===== config.mk =====
export PLATFORM = sky130hd
export DESIGN_NAME = dac_spi_arbiter
export DESIGN_NICKNAME = d
export VERILOG_FILES = /design/src/rtl/dac_spi_arbiter.sv
export SDC_FILE = /design/constraint.sdc
export NUM_CORES = 1
export LEC_CHECK = 0
export BUFFER_PORTS_ARGS = -buffer_cell sky130_fd_sc_hd__buf_4
export CAP_MARGIN = 30
export CORE_ASPECT_RATIO = 1.5
export CORE_MARGIN = 2
export CORE_UTILIZATION = 45
export CTS_CLUSTER_DIAMETER = 60
export DETAILED_ROUTE_END_ITERATION = 10
export GPL_ROUTABILITY_DRIVEN = 0
export HOLD_SLACK_MARGIN = 0.06
export PLACE_DENSITY = 0.71
export SLEW_MARGIN = 20
export SYNTH_ARGS = -nofsm -noshare
export SYNTH_HDL_FRONTEND = slang
export SYNTH_SLANG_ARGS = --single-unit
export TNS_END_PERCENT = 5

===== constraint.sdc =====
create_clock -name clk -period 2.2 [get_ports clk]
set_input_delay 0.22 -clock clk [delete_from_list [all_inputs] [get_ports clk]]
set_output_delay 0.22 -clock clk [all_outputs]
set_load 0.02 [all_outputs]

===== src/rtl/dac_spi_arbiter.sv =====
// dac_spi_arbiter: shares one spi_master serializer between the two DAC channels.
// Each channel posts one pending sample; pending channels are granted round-robin,
// the serializer is launched with a one-cycle strobe, the serializer's load pulse
// is routed to the granted channel, and every frame is followed by an idle gap.
//
// Handshake: wr0_in/wr1_in are one-cycle strobes with no back-pressure. A write is
// captured on the clock edge where it is high. busy_out tells the producer whether
// a value is still queued or in flight. spi_strob_out is a one-cycle launch pulse,
// and spi_load_in is honoured only while a frame is waiting for completion.
//
// Optional build macro: DAC_ARB_COALESCE_EN. When it is defined, a write to a channel
// that is already pending replaces the queued value. When it is not defined, that
// write is dropped and the channel's overrun flag is set.

module dac_spi_arbiter #(
    parameter int W_LENGTH = 10,
    parameter int TIMEOUT  = 255,
    parameter int GAP      = 4
) (
    input  logic                clk,
    input  logic                rst,
    input  logic                wr0_in,
    input  logic [W_LENGTH-1:0] value0_in,
    input  logic                wr1_in,
    input  logic [W_LENGTH-1:0] value1_in,
    input  logic                clr_in,
    output logic [W_LENGTH-1:0] spi_value_out,
    output logic                spi_strob_out,
    input  logic                spi_load_in,
    output logic [1:0]          load_out,
    output logic [1:0]          busy_out,
    output logic [1:0]          done_out,
    output logic [1:0]          overrun_out,
    output logic                timeout_out
);

    typedef enum logic [1:0] {
        S_IDLE  = 2'd0,
        S_START = 2'd1,
        S_WAIT  = 2'd2,
        S_GAP   = 2'd3
    } state_t;

    localparam logic [15:0] TMO_LAST = 16'(TIMEOUT - 1);
    localparam logic [15:0] GAP_INIT = 16'(GAP - 1);

    state_t              state;
    logic                grant;
    logic                last_grant;
    logic [1:0]          pending;
    logic [W_LENGTH-1:0] stored [2];
    logic [15:0]         tmo_cnt;
    logic [15:0]         gap_cnt;

    logic [W_LENGTH-1:0] val_in [2];
    logic [1:0]          wr;
    logic                sel;
    logic [1:0]          take;
    logic [1:0]          accept;
    logic [1:0]          overrun_set;
    logic                tmo_fire;

    assign val_in[0] = value0_in;
    assign val_in[1] = value1_in;
    assign wr        = {wr1_in, wr0_in};

    // Grant selection in IDLE: a lone pending channel wins, and on a tie the channel not served last wins
    always_comb begin
        sel  = 1'b0;
        take = 2'b00;
        if (state == S_IDLE && pending != 2'b00) begin
            sel  = (pending == 2'b11) ? ~last_grant : pending[1];
            take = sel ? 2'b10 : 2'b01;
        end
    end

    // Write acceptance: a write in the same cycle the grant empties the slot always lands
    always_comb begin
`ifdef DAC_ARB_COALESCE_EN
        accept      = wr;
        overrun_set = 2'b00;
`else
        accept      = wr & (~pending | take);
        overrun_set = wr & pending & ~take;
`endif
    end

    // A frame times out only if the load pulse is absent in the last allowed WAIT cycle
    assign tmo_fire = (state == S_WAIT) && !spi_load_in && (tmo_cnt == TMO_LAST);

    // The load pulse is forwarded only while the granted frame is awaiting completion
    assign load_out = (state == S_WAIT && spi_load_in) ? (grant ? 2'b10 : 2'b01) : 2'b00;

    // A channel is busy while it is queued or while its own frame occupies the serializer
    assign busy_out = pending | ((state != S_IDLE) ? (grant ? 2'b10 : 2'b01) : 2'b00);

    // Per-channel pending slot: capture accepted writes and release the slot on grant
    always_ff @(posedge clk) begin
        if (rst) begin
            pending <= 2'b00;
            for (int g = 0; g < 2; g++) stored[g] <= '0;
        end else begin
            for (int g = 0; g < 2; g++) begin
                if (accept[g]) begin
                    pending[g] <= 1'b1;
                    stored[g]  <= val_in[g];
                end else if (take[g]) begin
                    pending[g] <= 1'b0;
                end
            end
        end
    end

    // Frame sequencer: grant, launch, wait for load or timeout, then enforce the idle gap
    always_ff @(posedge clk) begin
        if (rst) begin
            state         <= S_IDLE;
            grant         <= 1'b0;
            last_grant    <= 1'b1;
            spi_value_out <= '0;
            spi_strob_out <= 1'b0;
            done_out      <= 2'b00;
            tmo_cnt       <= '0;
            gap_cnt       <= '0;
        end else begin
            spi_strob_out <= 1'b0;
            done_out      <= 2'b00;
            case (state)
                S_IDLE: begin
                    if (pending != 2'b00) begin
                        grant         <= sel;
                        last_grant    <= sel;
                        spi_value_out <= stored[sel];
                        spi_strob_out <= 1'b1;
                        state         <= S_START;
                    end
                end
                S_START: begin
                    tmo_cnt <= '0;
                    state   <= S_WAIT;
                end
                S_WAIT: begin
                    if (spi_load_in) begin
                        done_out <= grant ? 2'b10 : 2'b01;
                        gap_cnt  <= GAP_INIT;
                        state    <= S_GAP;
                    end else if (tmo_fire) begin
                        gap_cnt <= GAP_INIT;
                        state   <= S_GAP;
                    end else begin
                        tmo_cnt <= tmo_cnt + 16'd1;
                    end
                end
                S_GAP: begin
                    if (gap_cnt == 16'd0) state <= S_IDLE;
                    else                  gap_cnt <= gap_cnt - 16'd1;
                end
                default: state <= S_IDLE;
            endcase
        end
    end

    // Sticky status flags: a clear is overridden by a set event in the same cycle
    always_ff @(posedge clk) begin
        if (rst) begin
            overrun_out <= 2'b00;
            timeout_out <= 1'b0;
        end else begin
            overrun_out <= (clr_in ? 2'b00 : overrun_out) | overrun_set;
            timeout_out <= (clr_in ? 1'b0 : timeout_out) | tmo_fire;
        end
    end

endmodule


==> results of run 1 <==
repair_timing:
item / in CTS / in global routing
setup endpoints to repair: 12 / 30
hold buffers: 0 / 0
gates resized for setup: 4 / 21
pin swaps: 0 / 4
cell families (layout without fill, tap and decap cells):
logic type	after synthesis	count (layout)	synth area share
buf+inv	32	102	0.03708
mux	2	2	0.005704
fa+ha+maj	8	8	0.02852
simple gates	163	163	0.2638
flops	74	74	0.4791
xor+xnor	7	7	0.01747
compound gates	85	85	0.1683
report_power, final:
| group | internal (W) | switching [W] | total (W) |
|---|---|---|---|
| sequential | 0.00167 | 0.000205 | 0.00188 |
| combinational | 0.00114 | 0.00125 | 0.00240 |
| clock | 0.000873 | 0.000538 | 0.00141 |
cells in the mapped netlist (all sizes together), types with 9 or more instances:
| master | n | area share |
|---|---|---|
| or3 | 11 | 0.020 |
| dfxtp | 54 | 0.31 |
| edfxtp | 20 | 0.17 |
| clkbuf | 19 | 0.020 |
| o21ai | 10 | 0.014 |
| nand2 | 18 | 0.020 |
| a222oi | 10 | 0.029 |
| or4 | 16 | 0.037 |
| nor2 | 37 | 0.040 |
| and2 | 25 | 0.045 |
| a21oi | 29 | 0.041 |
| nand3 | 15 | 0.021 |
| inv | 9 | 0.0096 |
metal layers:
metal | global-route usage | vias up | part of all wire
met5 | 0 | - | 0
met4 | 0.1188 | 0 | 0.025
met3 | 0.03939 | 15 | 0.040
met2 | 0.3833 | 99 | 0.54
met1 | 0.2172 | 1454 | 0.40
li1 | - | 1508 | -
state kept, by name, indices dropped and copies added, names as in the netlist, 2 cells and up:
register,flops
overrun_out,2
state,2
stored,20
tmo_cnt,16
pending,2
gap_cnt,16
spi_value_out,10
done_out,2
metrics by stage:
stage	total power [W]	std cells	util	area, um2	hold slack [ns]
global route	0.006052	543	0.5929	4513	0.1596
finish	0.005685	543	0.5929	4513	0.1482
floorplan	0.003309	371	-	3511	0.3374
CTS	0.005559	542	0.5820	4431	0.1430
global placement	0.003991	526	0.5417	4124	0.4598
detailed placement	0.004069	526	0.5417	4124	0.4643
critical path, stage by stage, from the launching register on:
cell,delay (ns)
dfxtp_1,0.31
inv_1,0.06
ha_2,0.18
or4b_4,0.48
or4_4,0.49
or4_4,0.49
a21oi_2,0.12
worst paths after layout:
path	end	slack (ns)	startpoint	cells past startpoint
worst max-delay path	gap_cnt[14]	0.004	gap_cnt[0]	6
worst max register to register	gap_cnt[14]	0.004	gap_cnt[0]	6
worst min register to register	timeout_out	0.47	timeout_out	2
worst min-delay path	pending[0]	0.15	wr0_in	3
area by class of cell:
cell class              instances  share of cell area
clock buffers                  11             0.05157
clock inverters                 5             0.01220
inverters                       9            0.007485
multi-input cells             265              0.3962
flip-flops and latches         74              0.3734
well taps                     102             0.02828
repair buffers                 77              0.1309
==> flow_summary.ini, run 1 <==
[cts]
clock-root-buffer = clkbuf_16
post-cts-setup-buffers = 0
cts_buffer_depth = 2
clk_latency_ns = 0.33
clkTransAtPathRegs_ns = 0.05
htree_levels = 3
numCtsBuffers = 9
cts_num_sinks = 74
cts_tree = built

[final_layout]
final_common_cell = buf_4
area_delta_synth_final_pct = 28.59
seqCellArea_um2 = 1685
num-fill-cells = 667
final_layout_size_suffix_gt1_frac = 0.2789
multiInputGateArea_um2 = 1788
final_cell_mix = buf_4 (76), dfxtp_1 (51), nor2_1 (35)
nets = 470
antennaDiodeCount = 0

[timing]
fmaxAchievable_ghz = 0.4554
finalSetupViolCount = 0
setup_slack_ns = 0.004335
worst_slew_pin_slew_ns = 0.5027
timing.setup.tns_ns = 0
relSlewSlack = 0.6562
rsz0062_at_grt = yes
fin_skew_ns = 0.004383
fin_crit_sh = 0.9980
min_period_ns = 2.196
drv_slew = 0
hold_viol = 0

[synth]
syn_area_um2 = 3510
ys_seq_elements = 74
async_reset_ff_frac = 0
syn_area_per_cell_um2 = 9.460
seq_area_frac_synth = 0.4791
synth_ff_type = dfxtp_1
yosysUniqueCellTypes = 56
syn-num-nets = 405
synth_warnings = 0
synth_edf_count = 20
syn_inst = 371

[drt]
dr.pass1.iters = 5
drc = 0
dr_total_vias = 3076
viasPerCell = 5.665
wirelength_um = 8511
drtAntennaViolNets = 0
drt_iter0_drc = 163
wl_per_cell_um = 15.67

[flow_run]
maxCapViolCount = 0

[power_and_ir_drop]
peakVddDrop_mv = 0.6979
p_leak_nw = 1.788
p_per_area_nw_per_um2 = 1260

[floorplan]
die_w_um = 76.11
ios = 46
floorplan.rows = 39
chipHeight_um = 112.2
design.core.area_um2 = 7612
fp.dieArea_um2 = 8536
start_util = 0.4610

[hold_path]
hold_path_class = input pin to flip-flop

[global_routing]
first_global_vias = 3158
grt_max_degree = 34
antenna_found_initial = 0
grt_usage = 0.2069
grt_pass1_wl_um = 14230
overflow = 0

[run_status]
status = finished, final reports clean

[worst_setup_path]
setup.worst_path.end_class = flip-flop
critPathLaunchType = flip-flop
crit_path_max_fanout = 3
critPathKind = flip-flop to flip-flop
worstPathArrival_ns = 2.47
crit_required_ns = 2.47

[place]
portBuffers = 45
dp_slack_ns = -0.04523
hpwlAfterDp_um = 5992
(Power assumes the default switching activity.)
==> run 2: changes to the inputs <==
--- a/config.mk
+++ b/config.mk
@@ -6,7 +6,7 @@
 export NUM_CORES = 1
 export LEC_CHECK = 0
 export BUFFER_PORTS_ARGS = -buffer_cell sky130_fd_sc_hd__buf_4
-export CAP_MARGIN = 30
+export CAP_MARGIN = 20
 export CORE_ASPECT_RATIO = 1.5
 export CORE_MARGIN = 2
 export CORE_UTILIZATION = 45
@@ -14,7 +14,7 @@
 export DETAILED_ROUTE_END_ITERATION = 10
 export GPL_ROUTABILITY_DRIVEN = 0
 export HOLD_SLACK_MARGIN = 0.06
-export PLACE_DENSITY = 0.71
+export PLACE_DENSITY = 0.69
 export SLEW_MARGIN = 20
 export SYNTH_ARGS = -nofsm -noshare
 export SYNTH_HDL_FRONTEND = slang
==> constraint.sdc (replaced) <==
create_clock -name clk -period 2.7 [get_ports clk]
set_input_delay 0.27 -clock clk [delete_from_list [all_inputs] [get_ports clk]]
set_output_delay 0.27 -clock clk [all_outputs]
set_load 0.02 [all_outputs]
==> run 2 against run 1 <==
  * Flip-flop and latch count unchanged
  * Power down 25%
  * Critical path depth did not move
  * Clock skew is essentially flat
  * Setup slack improved by 0.30 ns
  * Routed wire length shrank 8.4%
  * Die area did not move
  * Count of clock-buffer cells in the layout shrank 2
  * Via count decreased by 4.0%
  * Cell count decreased by 5.0%
==> flow_summary.ini, run 2 (synthesis gave the netlist of run 1 again) <==
[global_routing]
grt_usage = 0.1890
first_global_vias = 2803
antenna_found_initial = 0
overflow = 0
grt_pass1_wl_um = 13000
grt_max_degree = 36

[worst_setup_path]
cp_slowest_stage_delay_ns = 0.59
path_cells = ha_1 -> or4b_2 -> or4_1 -> nand2_2 -> nor3_1 -> a211oi_2
worstPathArrival_ns = 2.66
cpMaxStageDelayCell = or4b_2
worstReg2RegStart = state[1]
critPathLaunchType = flip-flop
crit_required_ns = 2.96
critPathKind = flip-flop to flip-flop
crit_buf_inv = 0
crit_family = simple AND/OR/NAND/NOR gates
setup.worst_path.end_class = flip-flop
cp-startpoint = state[1]
crit_path_max_fanout = 12

[final_layout]
seqCellArea_um2 = 1682
final_area_um2 = 4224
final_common_cell = dfxtp_1
num-fill-cells = 717
largest_register_ffs = 20
final_cell_mix = dfxtp_1 (54), buf_4 (49), nor2_1 (37)
top_regs = stored: 20 flops, gap_cnt: 16 flops, tmo_cnt: 16 flops
regMostFlops = stored
multiInputGateArea_um2 = 1698
antennaDiodeCount = 0
final_cells = 516
nets = 443
area_delta_synth_final_pct = 20.36
finish.utilization = 0.5549
final_layout_size_suffix_gt1_frac = 0.1908

[cts]
cts_hold_repair.buffers = 0
cts_num_sinks = 74
post_cts_resized = 0
htree_levels = 3
clk_latency_ns = 0.34
cts_tree = built
cts_buffer_depth = 2
clkTransAtPathRegs_ns = 0.06
clock-root-buffer = clkbuf_16
numCtsBuffers = 9
post-cts-setup-buffers = 0

[timing]
finalSetupViolCount = 0
timing.setup.tns_ns = 0
fin_crit_sh = 0.8885
rsz0062_at_grt = no
fin_skew_ns = 0.004697
fmaxAchievable_ghz = 0.4169
min_period_ns = 2.399
worst_slew_pin_slew_ns = 0.9058
relSlewSlack = 0.3939
drv_slew = 0
hold_viol = 0

[floorplan]
die_w_um = 76.11
start_util = 0.4610
floorplan.rows = 39
fp.dieArea_um2 = 8536
ios = 46
design.core.area_um2 = 7612
chipHeight_um = 112.2

[place]
post-place-cells = 500
hpwlAfterDp_um = 5577
postPlaceCellArea_um2 = 3929
portBuffers = 45

[drt]
viasPerCell = 5.725
dr.pass1.iters = 6
drtAntennaViolNets = 0
dr_total_vias = 2954
wl_per_cell_um = 15.11
wirelength_um = 7798
drt_iter0_drc = 188
drc = 0

[power_and_ir_drop]
switching_share = 0.3570
p_per_area_nw_per_um2 = 1014
intPower_w = 0.002753
seqPwrFrac = 0.362
power_frac_clock = 0.273
peakVddDrop_mv = 0.5489
pwr-share-comb = 0.365
p_leak_nw = 1.644
switching_power_w = 0.001528

[hold_path]
hold_path_class = input pin to flip-flop
holdCritStartpoint = wr1_in

[flow_run]
maxCapViolCount = 0

[run_status]
status = finished, final reports clean
run 2: cell count changes in the layout (fill, tap and decap cells not counted), moves of 3 or more:
| cell | change |
|---|---|
| buf_4 | -27 |
| dfxtp_1 | +3 |
| dfxtp_2 | -3 |
| ha_1 | +3 |
| or4_1 | +3 |
| or4_4 | -3 |
run 2: worst register-to-register path, cell delays in order, from the launching register on:
cell and delay (ns):
dfxtp_1 0.38, ha_1 0.23, or4b_2 0.59, or4_1 0.57
nand2_2 0.26, nor3_1 0.09, a211oi_2 0.20
run 2: metrics by stage:
| step | power, W | hold slack (ns) | setup slack, ns |
|---|---|---|---|
| after detailed placement | 0.003117 | 0.4578 | 0.3214 |
| final | 0.004281 | 0.1970 | 0.3011 |
| after global placement | 0.003060 | 0.4572 | 0.3960 |
| after floorplan | 0.002694 | 0.3874 | 0.4347 |
| after global routing | 0.004532 | 0.2171 | 0.1683 |
| after CTS | 0.004295 | 0.1952 | 0.3051 |
run 2: cell type report:
| cell class | instances | share of cell area |
|---|---|---|
| clock inverters | 7 | 0.01659 |
| flip-flops and latches | 74 | 0.3981 |
| multi-input cells | 265 | 0.4020 |
| clock buffers | 9 | 0.05332 |
| repair buffers | 50 | 0.09182 |
| well taps | 102 | 0.03021 |
| inverters | 9 | 0.007998 |
run 2: per-layer routing:
| metal | track usage | up-vias | wire, um |
|---|---|---|---|
| li1 | - | 1457 | - |
| met4 | 0.1152 | 0 | 247 |
| met3 | 0.04180 | 17 | 400 |
| met2 | 0.3208 | 76 | 3969 |
| met1 | 0.2172 | 1404 | 3181 |
| met5 | 0 | - | 0 |
run 2: final timing paths:
check	to	slack [ns]	cells past startpoint
min reg2reg	timeout_out	0.47	2
max reg2reg	gap_cnt[0]	0.30	6
max	gap_cnt[0]	0.30	6
min	pending[1]	0.20	3
run 2: power by group through the flow:
stage	Clock, W	Combinational, W	Sequential, W
finish	0.00117	0.00156	0.00155
CTS	0.00119	0.00156	0.00155
floorplan	0	0.00115	0.00155
global route	0.00122	0.00172	0.00158
detailed placement	0	0.00155	0.00157
global placement	0	0.00150	0.00156
